`config.mk`:
```
export PLATFORM = sky130hd
export DESIGN_NAME = register_file
export DESIGN_NICKNAME = d
export VERILOG_FILES = /design/src/rtl/register_file.sv
export SDC_FILE = /design/constraint.sdc
export NUM_CORES = 2
export LEC_CHECK = 0
export CORE_ASPECT_RATIO = 1.1
export CORE_MARGIN = 1.5
export CORE_UTILIZATION = 45
export CTS_CLUSTER_DIAMETER = 30
export CTS_CLUSTER_SIZE = 16
export DETAILED_ROUTE_END_ITERATION = 12
export GPL_ROUTABILITY_DRIVEN = 0
export GPL_TIMING_DRIVEN = 0
export HOLD_SLACK_MARGIN = 0.03
export MAX_ROUTING_LAYER = met4
export SETUP_SLACK_MARGIN = 0.15
export SLEW_MARGIN = 20
export SYNTH_ARGS = -nofsm -noshare
export SYNTH_HDL_FRONTEND = slang
export SYNTH_SLANG_ARGS = --single-unit
```
`constraint.sdc`:
```
create_clock -name clk -period 71.5 [get_ports clk]
set_clock_uncertainty 0.1 [all_clocks]
set_input_delay 21.45 -clock clk [delete_from_list [all_inputs] [get_ports clk]]
set_output_delay 21.45 -clock clk [all_outputs]
set_load 0.01 [all_outputs]
```
`src/rtl/register_file.sv`:
```
// 32 x 32-bit register file with two combinational read ports, one write port
// and a raw debug read port. Register 0 is hard-wired to zero.
// Optional feature: define REGFILE_WRITE_BYPASS_EN to forward same-cycle
// write data onto RD1/RD2. dbg_data always shows the stored value.
module register_file (
    input  logic        clk,
    input  logic        reset,
    input  logic [4:0]  A1,
    input  logic [4:0]  A2,
    input  logic [4:0]  A3,
    input  logic [31:0] WD3,
    input  logic        WE3,
    output logic [31:0] RD1,
    output logic [31:0] RD2,
    input  logic [4:0]  dbg_addr,
    output logic [31:0] dbg_data
);

    logic [31:0] regs [32];
    logic        write_en;

    // A write only counts when enabled and not aimed at the zero register.
    assign write_en = WE3 && (A3 != 5'd0);

    // Storage: async clear on reset, otherwise capture WD3 into A3.
    always_ff @(posedge clk or posedge reset) begin
        if (reset) begin
            for (int i = 0; i < 32; i++) begin
                regs[i] <= '0;
            end
        end else if (write_en) begin
            regs[A3] <= WD3;
        end
    end

    // Read port 1: zero during reset or for r0, optionally bypassed.
    always_comb begin
        RD1 = '0;
        if (!reset) begin
            if (A1 != 5'd0) begin
                RD1 = regs[A1];
            end
`ifdef REGFILE_WRITE_BYPASS_EN
            if (write_en && (A1 == A3)) begin
                RD1 = WD3;
            end
`endif
        end
    end

    // Read port 2: same behaviour as port 1.
    always_comb begin
        RD2 = '0;
        if (!reset) begin
            if (A2 != 5'd0) begin
                RD2 = regs[A2];
            end
`ifdef REGFILE_WRITE_BYPASS_EN
            if (write_en && (A2 == A3)) begin
                RD2 = WD3;
            end
`endif
        end
    end

    // Debug port: raw stored value, never bypassed.
    always_comb begin
        dbg_data = '0;
        if (!reset && (dbg_addr != 5'd0)) begin
            dbg_data = regs[dbg_addr];
        end
    end

endmodule

```
==> results.py <==
metrics = {
    "run_status": {
        "status": "completed",
    },
    "worst_setup_path": {
        "rr_worst_depth": 1,
        "cp.arrival_ps": 26030,
        "rr_startpoint": "regs[132]",
        "crit_start": "reset",
        "cp-start-kind": "primary input",
        "crit_path_max_incr_delay_ps": 1130,
        "cp_slowest_cell": "nor4b_2",
        "worstPathRequired_ps": 49950,
        "cp_max_fo": 10,
        "end_kind": "output pin",
        "crit_path_cell_trace": "clkdlybuf4s50_1 -> buf_2 -> buf_2 -> nor4b_2 -> clkbuf_1 -> a22oi_1 -> nand4_1 -> clkdlybuf4s50_1",
        "path_class": "in -> out",
    },
    "global_route": {
        "grt_max_degree": 105,
        "grt_pass1_vias": 49100,
        "antenna_found_initial": 18,
        "gr-usage-all-layers_pct": 42.9,
        "grt_remaining_overflow": 0,
        "grt_pass1_wl_um": 394000,
    },
    "synth": {
        "async_flop_share_pct": 100,
        "ys_seq_area_share_pct": 41.7,
        "synth.most_common_cell": "dfrtp_1",
        "yosys_warnings": 0,
        "synth_edf_count": 0,
        "synthFlopType": "dfrtp_1",
        "netlist_top_cells_area": "dfrtp_1 (42%), mux4_2 (20%), mux2_2 (16%), mux2i_1 (6.3%), a22oi_1 (3.9%)",
        "ys_ff_latch": 1024,
        "synthesis.nets": 4487,
        "synth_top_cell_by_area": "dfrtp_1",
        "synth_top_area_share_pct": 41.7,
        "syn_avg_cell_area_sq_um": 13.9,
        "synth_common_cells": "dfrtp_1 (1024), mux2_2 (878), mux4_2 (541), mux2i_1 (388), a22oi_1 (320)",
        "syn_inst": 4432,
        "ys_types": 44,
        "syn_area_sq_um": 61500,
    },
    "sta": {
        "slew_headroom_pct": 7.49,
        "final_hold_viol_count": 0,
        "setup_viol": 0,
        "worst_pin_slew_ps": 1390,
        "min_period_ps": 47580,
        "max_freq_ghz": 0.0210,
        "maxSlewViolCount": 0,
        "rsz0062_at_grt": "no",
        "fin_crit_sh_pct": 66.6,
        "tns_ps": 0,
    },
    "route": {
        "drc": 0,
        "vias": 49900,
        "drt-vias-per-instance": 7.23,
        "drt_iter0_markers": 8098,
        "wirelength_um": 290000,
        "first_pass_iters": 8,
        "wl_per_cell_um": 42.0,
        "final_antenna_net_count": 0,
    },
    "layout": {
        "stdcell_count": 6907,
        "multi_input_area_sq_um": 33500,
        "regArea_sq_um": 25600,
        "top_regs": "regs (1024)",
        "filler_cell_count": 11100,
        "drive_above_1_share_pct": 42.6,
        "regMostFlops": "regs",
        "largest_register_ffs": 1024,
        "syn_to_final_growth_pct": 22.6,
        "nNetsFinal": 4937,
    },
    "cts": {
        "clkTransAtPathRegs_ps": 40,
        "cts_tree": "built",
        "ctsRootBufferMaster": "clkbuf_16",
        "cts_max_level": 5,
        "cts_setup_buffers": 0,
        "clock_latency_ps": 920,
        "cts.path.max_buffers": 4,
        "cts-resized-gates": 0,
        "hold_buffers": 0,
        "cts.sinks": 1024,
        "cts_made_buffers": 292,
    },
    "die": {
        "core_area_sq_um": 136000,
        "fp.dieH_um": 391,
        "io_pins": 151,
        "initial_core_util_pct": 45.3,
        "die_width_um": 356,
        "rows": 142,
        "die_area_sq_um": 139000,
    },
    "power_and_ir_drop": {
        "sw_frac_of_total_pct": 28.0,
        "peakVddDrop_uv": 28.7,
        "p_per_area_nw_per_um2": 34.0,
        "p_leak_nw": 32.5,
        "p_int_mw": 1.85,
        "p_switching_uw": 720,
        "comb_power_share_pct": 17.9,
        "pwr-share-seq_pct": 31.2,
        "pwr-share-clk_pct": 50.9,
    },
    "job": {
        "drv_cap": 0,
    },
    "min_path": {
        "hp-class": "reg -> reg",
        "hold_start": "regs[1022]",
        "hold_depth": 1,
    },
    "placed_design": {
        "place_inst": 6388,
        "dp_hpwl_um": 203000,
        "port_buffers": 143,
    },
}
[path summary, 6_finish.rpt]
| kind | slack (ps) | endpoint |
|---|---|---|
| max in group asynchronous | 48280 | regs[688] |
| min in group asynchronous | 21240 | regs[833] |
| max reg2reg | 70540 | regs[132] |
| min reg2reg | 360 | regs[1022] |
| max | 23920 | RD2[29] |
| min | 360 | regs[1022] |
[final cells by class]
cell class | count | share of cell area, %
Tap cell | 1800 | 2.98
Antenna cell | 22 | 0.0730
Clock buffer | 390 | 11.1
Timing Repair Buffer | 156 | 2.36
Sequential cell | 1024 | 34.0
Inverter | 2 | 0.0199
Clock inverter | 107 | 1.85
Buffer | 531 | 3.28
Multi-Input combinational cell | 2875 | 44.4
[power groups by stage]
| stage | clock (mW) | sequential, mW | combinational, mW |
|---|---|---|---|
| finish | 1.31 | 0.803 | 0.460 |
| global route | 1.34 | 0.816 | 0.472 |
| detailed placement | 0 | 0.802 | 0.444 |
| floorplan | 0 | 0.770 | 0.312 |
| global placement | 0 | 0.796 | 0.436 |
| CTS | 1.30 | 0.795 | 0.447 |
[cells in the final DEF (no fill, tap or decap), types with 30 or more instances in the layout]
cell type / count
a21oi_1: 96
a22o_1: 32
a22oi_1: 320
a2bb2oi_1: 32
a31oi_1: 32
and3_1: 32
buf_2: 172
buf_4: 35
bufinv_16: 30
clkbuf_1: 292
clkbuf_16: 301
clkbuf_2: 41
clkbuf_8: 49
clkdlybuf4s50_1: 143
clkinv_2: 40
dfrtp_1: 1024
mux2_1: 146
mux2_2: 878
mux2i_1: 388
mux4_2: 541
nand2_1: 114
nand3_1: 99
nand4_1: 95
[kinds of logic (layout without fill, tap and decap cells)]
kind of cell,after synthesis,after routing,share of synthesized area [%]
AO/OA/AOI/OAI,517,517,5.99
other,0,22,0
flip-flops,1024,1024,41.7
buffers and inverters,533,1186,3.94
AND/OR/NAND/NOR,405,405,3.56
multiplexers,1953,1953,44.9
[layer usage]
metal	vias to the layer above	part of all wire (%)	track usage, %
li1	18500	-	-
met1	25700	34	48.6
met2	4246	42	58.5
met3	1430	14	18.3
met4	0	10	35.6
met5	-	0	-
[metrics by stage]
stage	setup slack (ps)	hold WS, ps	util (%)	total power, mW	instance area, sq um
2_1_floorplan	3990	325	-	1.08	61500
3_3_place_gp	-8450	339	48.0	1.23	65200
3_5_place_dp	24180	349	48.3	1.25	65600
4_1_cts	24190	360	55.5	2.55	75400
5_1_grt	23970	384	55.5	2.63	75400
6_report	23920	358	55.5	2.57	75500
[critical path, delay by kind of cell]
family	cells	cell delay, ps
AO/OA/AOI/OAI	1	540
buffers and inverters	5	2550
AND/OR/NAND/NOR	2	1470
No activity file was read; power rests on OpenSTA's default activity.
